`src/rtl/regs_wr_arb.sv`:
```
// -----------------------------------------------------------------------------
// regs_wr_arb
//
// Arbiter and sequencer for the single write port of the picoMIPS register
// file. Two requesters share the port: A (core writeback) and B (host/debug
// loader). Grants and the file-side write signals all come from registers,
// so the file sees one write one clock after the winning request is sampled.
// Writes to %0, or to an address above NREG, are granted but never reach
// the file. Each one is counted in a saturating drop counter.
//
// Optional feature, macro REGS_WR_ARB_INIT_CLEAR_EN:
//   defined   - after reset an INIT sweep writes 0 to registers 1..NREG,
//               one per cycle, with busy high. Requests wait until the
//               sweep ends.
//   undefined - no sweep; the arbiter starts immediately and busy is tied 0.
//
// Ports
//   clk                    system clock, rising edge
//   nReset                 asynchronous active-low reset
//   a_req/a_addr/a_data    requester A request, destination, data
//   a_gnt                  one-cycle grant pulse to A
//   b_req/b_addr/b_data    requester B request, destination, data
//   b_gnt                  one-cycle grant pulse to B
//   rf_w                   register file write enable
//   rf_addr                register file destination address
//   rf_wdata               register file write data
//   busy                   high while the init sweep runs
//   drop_cnt               saturating count of granted writes to %0/out of range
// -----------------------------------------------------------------------------
module regs_wr_arb #(
   parameter int unsigned n    = 8,
   parameter int unsigned NREG = 7,
   parameter int unsigned DCW  = 4
) (
   input  logic           clk,
   input  logic           nReset,
   input  logic           a_req,
   input  logic [2:0]     a_addr,
   input  logic [n-1:0]   a_data,
   output logic           a_gnt,
   input  logic           b_req,
   input  logic [2:0]     b_addr,
   input  logic [n-1:0]   b_data,
   output logic           b_gnt,
   output logic           rf_w,
   output logic [2:0]     rf_addr,
   output logic [n-1:0]   rf_wdata,
   output logic           busy,
   output logic [DCW-1:0] drop_cnt
);

   typedef enum logic {S_INIT, S_ARB} state_t;

   state_t         state_q, state_d;
   logic           ptr_q, ptr_d;        // 0: A wins a tie, 1: B wins a tie
   logic           a_gnt_q, a_gnt_d;
   logic           b_gnt_q, b_gnt_d;
   logic           rf_w_q, rf_w_d;
   logic [2:0]     rf_addr_q, rf_addr_d;
   logic [n-1:0]   rf_wdata_q, rf_wdata_d;
   logic [DCW-1:0] drop_cnt_q, drop_cnt_d;

`ifdef REGS_WR_ARB_INIT_CLEAR_EN
   localparam logic [2:0] LAST_ADDR = 3'(NREG);
   logic           busy_q, busy_d;
   logic [2:0]     cnt_q, cnt_d;        // next register to clear in the sweep
`endif

   logic           a_elig, b_elig, pick_b;
   logic [2:0]     win_addr;
   logic [n-1:0]   win_data;

   // Only addresses 1..NREG exist in the file; everything else is dropped.
   function automatic logic addr_ok(input logic [2:0] addr);
      return (addr != 3'd0) && (32'(addr) <= NREG);
   endfunction

   // A requester granted this cycle still shows its old request; ignore it
   // so the same transaction is never granted twice.
   assign a_elig   = a_req && !a_gnt_q;
   assign b_elig   = b_req && !b_gnt_q;
   assign pick_b   = b_elig && (!a_elig || ptr_q);
   assign win_addr = pick_b ? b_addr : a_addr;
   assign win_data = pick_b ? b_data : a_data;

   always_comb begin
      state_d    = state_q;
      ptr_d      = ptr_q;
      a_gnt_d    = 1'b0;
      b_gnt_d    = 1'b0;
      rf_w_d     = 1'b0;
      rf_addr_d  = rf_addr_q;
      rf_wdata_d = rf_wdata_q;
      drop_cnt_d = drop_cnt_q;
`ifdef REGS_WR_ARB_INIT_CLEAR_EN
      busy_d     = 1'b0;
      cnt_d      = cnt_q;
`endif
      case (state_q)
`ifdef REGS_WR_ARB_INIT_CLEAR_EN
         S_INIT: begin
            // busy stays high through the last sweep write and drops with
            // the first arbitration cycle.
            busy_d     = 1'b1;
            rf_w_d     = 1'b1;
            rf_addr_d  = cnt_q;
            rf_wdata_d = '0;
            cnt_d      = cnt_q + 3'd1;
            if (cnt_q == LAST_ADDR) begin
               state_d = S_ARB;
            end
         end
`endif
         default: begin
            if (a_elig || b_elig) begin
               a_gnt_d = !pick_b;
               b_gnt_d = pick_b;
               ptr_d   = !pick_b;       // the loser of this grant gets priority
               if (addr_ok(win_addr)) begin
                  rf_w_d     = 1'b1;
                  rf_addr_d  = win_addr;
                  rf_wdata_d = win_data;
               end else if (drop_cnt_q != {DCW{1'b1}}) begin
                  drop_cnt_d = drop_cnt_q + 1'b1;
               end
            end
         end
      endcase
   end

   always_ff @(posedge clk or negedge nReset) begin
      if (!nReset) begin
`ifdef REGS_WR_ARB_INIT_CLEAR_EN
         state_q <= S_INIT;
         busy_q  <= 1'b0;
         cnt_q   <= 3'd1;
`else
         state_q <= S_ARB;
`endif
         ptr_q      <= 1'b0;
         a_gnt_q    <= 1'b0;
         b_gnt_q    <= 1'b0;
         rf_w_q     <= 1'b0;
         rf_addr_q  <= '0;
         rf_wdata_q <= '0;
         drop_cnt_q <= '0;
      end else begin
`ifdef REGS_WR_ARB_INIT_CLEAR_EN
         busy_q  <= busy_d;
         cnt_q   <= cnt_d;
`endif
         state_q    <= state_d;
         ptr_q      <= ptr_d;
         a_gnt_q    <= a_gnt_d;
         b_gnt_q    <= b_gnt_d;
         rf_w_q     <= rf_w_d;
         rf_addr_q  <= rf_addr_d;
         rf_wdata_q <= rf_wdata_d;
         drop_cnt_q <= drop_cnt_d;
      end
   end

   assign a_gnt    = a_gnt_q;
   assign b_gnt    = b_gnt_q;
   assign rf_w     = rf_w_q;
   assign rf_addr  = rf_addr_q;
   assign rf_wdata = rf_wdata_q;
   assign drop_cnt = drop_cnt_q;
`ifdef REGS_WR_ARB_INIT_CLEAR_EN
   assign busy     = busy_q;
`else
   assign busy     = 1'b0;
`endif

endmodule

```
`config.mk`:
```
export PLATFORM = sky130hd
export DESIGN_NAME = regs_wr_arb
export DESIGN_NICKNAME = d
export VERILOG_FILES = /design/src/rtl/regs_wr_arb.sv
export SDC_FILE = /design/constraint.sdc
export NUM_CORES = 1
export LEC_CHECK = 0
export BUFFER_PORTS_ARGS = -buffer_cell sky130_fd_sc_hd__buf_2
export CAP_MARGIN = 0
export CORE_MARGIN = 4
export CORE_UTILIZATION = 46
export CTS_BUF_LIST = sky130_fd_sc_hd__clkbuf_4 sky130_fd_sc_hd__clkbuf_8 sky130_fd_sc_hd__clkbuf_16
export DETAILED_ROUTE_END_ITERATION = 10
export PLACE_DENSITY = 0.78
export SLEW_MARGIN = 20
export SYNTH_ARGS = -nofsm -noshare
export SYNTH_HDL_FRONTEND = slang
export SYNTH_SLANG_ARGS = --single-unit
```
`constraint.sdc`:
```
create_clock -name clk -period 2.4 [get_ports clk]
set_input_delay 0.48 -clock clk [delete_from_list [all_inputs] [get_ports clk]]
set_output_delay 0.48 -clock clk [all_outputs]
set_load 0.01 [all_outputs]
```
## Word-level counts from Yosys, hierarchy flattened

Index checks and enable logic that the tools add are counted.

| cells by class | value |
|---|---|
| add/sub/neg operators | 1 |
| equal/unequal tests | 1 |
| mux-type cells | 6 |
| bitwise gates (word level) | 1 |
| reduce and logical (&&, ||, !) cells | 12 |

Operator list:

| kind | count |
|---|---|
| $mux 8 | 1 |
| $add 4x1->4 const B | 1 |
| $logic_not 1->1 | 4 |
| $mux 1 | 4 |
| $ne 4x4->1 const B | 1 |
| $logic_and 1x1->1 | 3 |
| $mux 3 | 1 |
| $reduce_and 3->1 | 1 |
| $reduce_bool 3->1 | 1 |
| $logic_or 1x1->1 | 2 |
| $reduce_and 2->1 | 1 |
| $not 1->1 | 1 |

| storage, ports and cells | value |
|---|---|
| flip-flop bits (word level) | 19 |
| input port bits | 26 |
| output and inout port bits | 19 |
| logic and storage cells | 28 |

## Logic depth before layout (Yosys ltp)

Gate-level depths: netlist of run 1.

| depth | value |
|---|---|
| depth after elaboration | 9 |
| gate-level depth with buffers | 5 |
| depth with buffers taken out | 4 |

## Least setup slack after synthesis of run 1

OpenSTA, ideal clock, no wires.

| path | value |
|---|---|
| path kind | input-to-reg |
| start | in a_req |
| end | reg rf_wdata_q[1], in the netlist rf_wdata[1] |
| library setup time | 0.125 ns |
| data arrival time | 1.684 ns |
| required time | 2.275 ns |
| setup slack | 0.591 ns |
| stages | 5 |
| path buffers | 1 |
| path through | or3b_4 nand2_2 buf_6 mux2_2 mux2_4 |

| on the way | value |
|---|---|
| word-level cells in the longest chain between the ends | 7 |
| elaborated cells between the ends (all ways) | 9 |
| classes of those cells | mux: 2; reduce/logical: 7 |

RTL lines:

| what | line | RTL |
|---|---|---|
| start, declared | 37 | `input logic a_req,` |
| $logic_and 1x1->1 (*) | 80 | `assign a_elig = a_req && !a_gnt_q;` |
| $logic_not 1->1 | 82 | `assign pick_b = b_elig && (!a_elig \|\| ptr_q);` |
| $logic_or 1x1->1 | 82 |  |
| $logic_and 1x1->1 | 82 |  |
| $mux 3 | 83 | `assign win_addr = pick_b ? b_addr : a_addr;` |
| $reduce_bool 3->1 | 75 | `return (addr != 3'd0) && (32'(addr) <= NREG);` |
| $reduce_and 2->1 (no line) | n/a |  |
| end signal, assigned | 158 | `rf_wdata_q <= rf_wdata_d;` |
| end, declared | 60 | `logic [n-1:0] rf_wdata_q, rf_wdata_d;` |

Mark *: on every way between the ends. The rest lies on a longest branch, timed or not.
A chain may end at the register's enable or synchronous reset.

## Worst setup path in the final report of run 1

| path | value |
|---|---|
| start | reg b_gnt_q, in the netlist b_gnt |
| end | reg rf_wdata_q[6], in the netlist rf_wdata[6] |

| on the way | value |
|---|---|
| word-level cells in the longest chain between the ends | 6 |
| elaborated cells between the ends (all ways) | 8 |
| classes of those cells | mux: 2; reduce/logical: 6 |

RTL lines:

| what | line | RTL |
|---|---|---|
| start, declared | 57 | `logic b_gnt_q, b_gnt_d;` |
| start signal, assigned | 155 | `b_gnt_q <= b_gnt_d;` |
| $logic_not 1->1 (*) | 81 | `assign b_elig = b_req && !b_gnt_q;` |
| $logic_and 1x1->1 (*) | 81 |  |
| $logic_and 1x1->1 | 82 |  |
| $mux 3 | 83 |  |
| $reduce_bool 3->1 | 75 |  |
| $reduce_and 2->1 (no line) | n/a |  |

Marked as above.

==> results.toml, run 1 <==
[sta]
finalMaxSlewViolations = 0
fin_crit_ns = 2.20
max_freq_ghz = 0.454
fin_worst_skew_ns = 0.00161
slew_headroom_pct = 28.9
finalHoldViolations = 0
worst_slew_pin_slew_ns = 1.06
setup_violations = 0
setup_tns_ns = 0
timing.final.crit_share_pct = 91.9
fin_hold_ws_ns = 0.109
rsz0062_at_grt = "no"

[grt]
grt_pass1_wl_um = 3620
antenna_found_initial = 0
grt_max_degree = 20
grt.total_usage_pct = 14.9
grt.overflow.total = 0
grt_pass1_vias = 786

[power_and_ir_drop]
p_leak_nw = 0.658
power_frac_seq_pct = 44.8
p_switching_w = 0.000375
powerDensity_nw_per_um2 = 875
intPower_w = 0.000754
power_w = 0.00113
power_frac_comb_pct = 40.5
pwr-share-clk_pct = 14.7
switching_share_pct = 33.2
ir_worst_vdd_uv = 487

[critical_path]
worstPathArrival_ns = 2.39
cp.required_ns = 2.58
crit_type = "reg -> reg"
worst-path-max-fanout = 11
cp-start-kind = "flop"
crit_path_end_kind = "flop"
reg2reg_slack_ns = 0.20

[detailed_routing]
first_iter_violations = 23
wl_per_cell_um = 14.3
drtAntennaViolNets = 0
first_pass_iters = 4
vias = 765
viasPerCell = 5.10
drc = 0
finalWirelength_um = 2140

[synth]
post-synth-top-area-cell = "dfrtp_1"
ys_ff_latch = 19
syn-num-nets = 105
synth-seq-area-share_pct = 46.0
synthFlopType = "dfrtp_1"
netlist.area_leader.share_pct = 46.0
syn_avg_cell_area_sq_um = 13.2
synth_top_cells_by_area = "dfrtp_1, mux2_4, mux2_2, mux2_1, nand2b_1"
netlist_instances = 78
synthArstFlopShare_pct = 100
synth.distinct_cells = 32
yosysWarnings = 0
synth_edf_count = 0
synth_area_sq_um = 1030

[placement]
placed_area_sq_um = 1260
io_buffers = 43
placed_cells = 146
hpwlAfterDp_um = 1660
gp_congestion = 0.831

[floorplanning]
die_w_um = 55.4
die_y_um = 55.4
fp-row-count = 16
pin_count = 45
die-area_sq_um = 3070
core_area_sq_um = 2040
initial_core_util_pct = 50.6

[final_layout]
antenna-diode-count = 0
drive_above_1_share_pct = 60.2
syn2layout_area_growth_pct = 24.8
final_cells = 150
fin_nets = 151
fin_area_sq_um = 1290

[clock_tree]
cts_made_buffers = 3
cts_root_buffer = "clkbuf_4"
cts.clk_slew.worst_paths_ns = 0.10
cts_hold_buffers = 0
cts.sinks = 19
cts_tree = "yes"
cts_max_path_buffers = 2
htreeDepth = 1
postCtsSetupBuffers = 0
post_cts_resized = 0
insertion_delay_ns = 0.29

[min_path]
hp-class = "in -> async"

[flow_run]
maxCapViolations = 0

[outcome]
status = "completed"
per-stage QoR:
| stage | util (%) | setup WS, ns |
|---|---|---|
| 5_1_grt | 63.2 | 0.0272 |
| 3_5_place_dp | 61.7 | 0.0901 |
| 6_report | 63.2 | 0.195 |
| 3_3_place_gp | 61.7 | 0.126 |
| 2_1_floorplan | - | 0.591 |
| 4_1_cts | 63.2 | 0.178 |
final cells by class:
cell class,count,area (sq um)
Sequential cell,19,475
Inverter,2,7.51
Timing Repair Buffer,44,223
Clock buffer,4,30.0
Fill cell,180,752
Tap cell,27,33.8
Multi-Input combinational cell,54,520
flip-flops by register name (all words and copies together), names as in the netlist:
signal,cells
a_gnt,1
b_gnt,1
drop_cnt,4
ptr_q,1
rf_addr,3
rf_w,1
rf_wdata,8
path summary, 6_finish.rpt:
check	endpoint	depth (start not counted)	start
setup / recovery	rf_wdata[6]$_DFFE_PN0P_	4	b_gnt$_DFF_PN0_
hold / removal	a_gnt$_DFF_PN0_	1	nReset
setup reg to reg	rf_wdata[6]$_DFFE_PN0P_	4	b_gnt$_DFF_PN0_
hold reg to reg	rf_wdata[6]$_DFFE_PN0P_	1	rf_wdata[6]$_DFFE_PN0P_
max in group asynchronous	drop_cnt[3]$_DFFE_PN0P_	1	nReset
min in group clk	rf_wdata[6]$_DFFE_PN0P_	1	rf_wdata[6]$_DFFE_PN0P_
metal layers:
layer	vias to the layer above	global-route usage, %	wire [um]
li1	366	-	-
met4	0	6.25	10
met3	2	4.43	210
met1	363	18.4	927
met2	34	24.0	991
met5	-	0	0
power by group through the flow:
stage	Clock, W	Sequential, W	Combinational, W
2_1_floorplan	0	0.000551	0.000257
3_3_place_gp	0	0.000506	0.000454
3_5_place_dp	0	0.000510	0.000466
4_1_cts	0.000173	0.000507	0.000465
5_1_grt	0.000183	0.000523	0.000500
6_report	0.000165	0.000506	0.000458
cells in the final DEF, fill, tap and decap left out, types with 2 or more instances in the layout:
cell type / netlist / final
nand2b_1: 4 / 4
mux2_2: 9 / 9
mux2_1: 3 / 3
nor2_1: 2 / 2
clkbuf_4: 0 / 4
mux2_4: 9 / 9
inv_1: 2 / 2
nand2_1: 2 / 2
o21ai_1: 3 / 3
buf_2: 0 / 43
dfrtp_1: 19 / 19
mux2i_1: 2 / 2
worst max-delay path, stage by stage (launching register included):
cell	delay, ns
dfrtp_1	0.39
nand2b_1	0.23
and2_1	0.23
nor3_2	0.87
mux2_1	0.38
logic make-up (layout without fill, tap and decap cells):
| kind of cell | count (synthesis) | in the layout | synth area share (%) |
|---|---|---|---|
| other cells | 1 | 1 | 0.363 |
| compound gates | 8 | 8 | 5.81 |
| mux | 23 | 23 | 28.1 |
| simple gates | 20 | 20 | 14.0 |
| xor+xnor | 1 | 1 | 0.848 |
| flops | 19 | 19 | 46.0 |
| buf+inv | 5 | 50 | 3.63 |
| fa+ha+maj | 1 | 1 | 1.21 |
synthesized netlist by cell type, types with 2 or more instances:
cell and instances:
mux2_4 9, inv_1 2, nor2_1 2, nand2_1 2, buf_6 2, mux2i_1 2
dfrtp_1 19, nand2b_1 4, o21ai_1 3, mux2_1 3, mux2_2 9
(Power assumes the default switching activity.)
==> run 2: changes to the inputs <==
--- a/config.mk
+++ b/config.mk
@@ -8,10 +8,10 @@
 export BUFFER_PORTS_ARGS = -buffer_cell sky130_fd_sc_hd__buf_2
 export CAP_MARGIN = 0
 export CORE_MARGIN = 4
-export CORE_UTILIZATION = 46
+export CORE_UTILIZATION = 44
 export CTS_BUF_LIST = sky130_fd_sc_hd__clkbuf_4 sky130_fd_sc_hd__clkbuf_8 sky130_fd_sc_hd__clkbuf_16
 export DETAILED_ROUTE_END_ITERATION = 10
-export PLACE_DENSITY = 0.78
+export PLACE_DENSITY = 0.75
 export SLEW_MARGIN = 20
 export SYNTH_ARGS = -nofsm -noshare
 export SYNTH_HDL_FRONTEND = slang
==> results.toml, run 2 (same netlist as run 1, synthesis figures left out) <==
[outcome]
status = "completed"

[sta]
finalMaxSlewViolations = 0
rsz0062_at_grt = "no"
max_freq_ghz = 0.461
slew_headroom_pct = 31.0
timing.final.crit_share_pct = 90.4
setup_tns_ns = 0
fin_crit_ns = 2.17
worst_slew_pin_slew_ns = 1.03
setup_violations = 0
finalHoldViolations = 0
fin_worst_skew_ns = 0.00161

[critical_path]
cp_slowest_stage_delay_ns = 0.84
worstPathArrival_ns = 2.35
crit_type = "reg -> reg"
worst-path-max-fanout = 11
cp_slowest_cell = "nor3_2"
cp_cell_sequence = "nand2b_1 > and2_1 > nor3_2 > mux2_1"
cp-start-kind = "flop"
crit_path_end_kind = "flop"
cp.required_ns = 2.57
path_buf_inv = 0
crit_family = "simple AND/OR/NAND/NOR gates"

[floorplanning]
die_w_um = 56.5
die_y_um = 56.5
initial_core_util_pct = 46.3
pin_count = 45
fp-row-count = 17
die-area_sq_um = 3190
core_area_sq_um = 2230

[grt]
antenna_found_initial = 0
grt.overflow.total = 0
grt.total_usage_pct = 14.2
grt_pass1_vias = 822
gr-usage-met2_pct = 23.9
busiest_layer = "met2"
grtUsageMet3_pct = 3.91
met1_usage_pct = 17.5
grt_max_degree = 20
grt_pass1_wl_um = 3640

[final_layout]
mostFrequentLayoutCells = "buf_2, dfrtp_1, mux2_2, mux2_4"
syn2layout_area_growth_pct = 24.9
layout_commonest_cell = "buf_2"
fin_nets = 151
antenna-diode-count = 0
seqCellArea_sq_um = 475
largest_reg_flops = 8
drive_above_1_share_pct = 60.2
multi_input_area_sq_um = 520
fillers = 212
fin_util_pct = 57.8

[clock_tree]
cts_tree = "yes"
post_cts_resized = 0
htreeDepth = 1
insertion_delay_ns = 0.28
cts_max_path_buffers = 2
cts.clk_slew.worst_paths_ns = 0.10
cts_made_buffers = 3
cts.sinks = 19
cts_hold_buffers = 0
cts_root_buffer = "clkbuf_4"
postCtsSetupBuffers = 0

[power_and_ir_drop]
power_frac_comb_pct = 40.6
p_switching_w = 0.000372
pwr-share-clk_pct = 14.6
ir_worst_vdd_uv = 436
powerDensity_nw_per_um2 = 872
switching_share_pct = 33.0
power_frac_seq_pct = 44.7
p_leak_nw = 0.658
intPower_w = 0.000754

[detailed_routing]
vias = 766
first_pass_iters = 4
drtAntennaViolNets = 0
drc = 0
first_iter_violations = 24
viasPerCell = 5.07
wl_per_cell_um = 13.7
finalWirelength_um = 2070

[min_path]
hp-class = "in -> async"

[placement]
gp_congestion = 0.730
io_buffers = 43

[flow_run]
maxCapViolations = 0
==> run 2: cell counts in the layout (fill, tap and decap cells not counted) <==
No cell type changed its count.
==> run 2: path summary, 6_finish.rpt <==
kind,startpoint,end,slack [ns],cells after the start
worst max-delay path,b_gnt$_DFF_PN0_,rf_wdata[6]$_DFFE_PN0P_,0.23,4
worst min-delay path,nReset,rf_wdata[6]$_DFFE_PN0P_,0.11,1
worst max register to register,b_gnt$_DFF_PN0_,rf_wdata[6]$_DFFE_PN0P_,0.23,4
worst min register to register,rf_wdata[6]$_DFFE_PN0P_,rf_wdata[6]$_DFFE_PN0P_,0.50,1
max in group asynchronous,nReset,rf_addr[1]$_DFFE_PN0P_,2.00,1
min in group clk,rf_wdata[6]$_DFFE_PN0P_,rf_wdata[6]$_DFFE_PN0P_,0.50,1
==> run 2: area by class of cell <==
type                    count  share of cell area, %
inverters                   2                  0.581
multi-input cells          54                   40.3
well taps                  28                   2.71
flip-flops and latches     19                   36.8
clock buffers               4                   2.33
repair buffers             44                   17.2
==> run 2: worst register-to-register path, delay by kind of cell (launching register included) <==
kind	cells	cell delay (ns)
DFF	1	0.39
and+or+nand+nor	3	1.29
muxes	1	0.39
==> run 2: metrics by stage <==
step	cells	area, sq um	setup slack (ns)	hold WS, ns	power [W]
3_3_place_gp	147	1260	0.134	0.440	0.000960
3_5_place_dp	147	1260	0.0853	0.444	0.000974
5_1_grt	151	1290	0.0829	0.142	0.00121
4_1_cts	151	1290	0.180	0.121	0.00115
6_report	151	1290	0.230	0.113	0.00113
2_1_floorplan	78	1030	0.591	0.184	0.000808
==> run 2: layer usage <==
layer	part of all wire, %	up-vias	wire [um]
met5	0	-	0
met4	0.48	0	10
met3	8.6	2	179
met2	50	28	1030
met1	41	371	850
li1	-	365	-
==> run 2: power groups by stage <==
| stage | logic, W | registers (W) | clock network (W) |
|---|---|---|---|
| floorplan | 0.000257 | 0.000551 | 0 |
| detailed placement | 0.000466 | 0.000507 | 0 |
| global placement | 0.000455 | 0.000505 | 0 |
| finish | 0.000457 | 0.000503 | 0.000165 |
| global route | 0.000506 | 0.000520 | 0.000183 |
| CTS | 0.000468 | 0.000504 | 0.000174 |
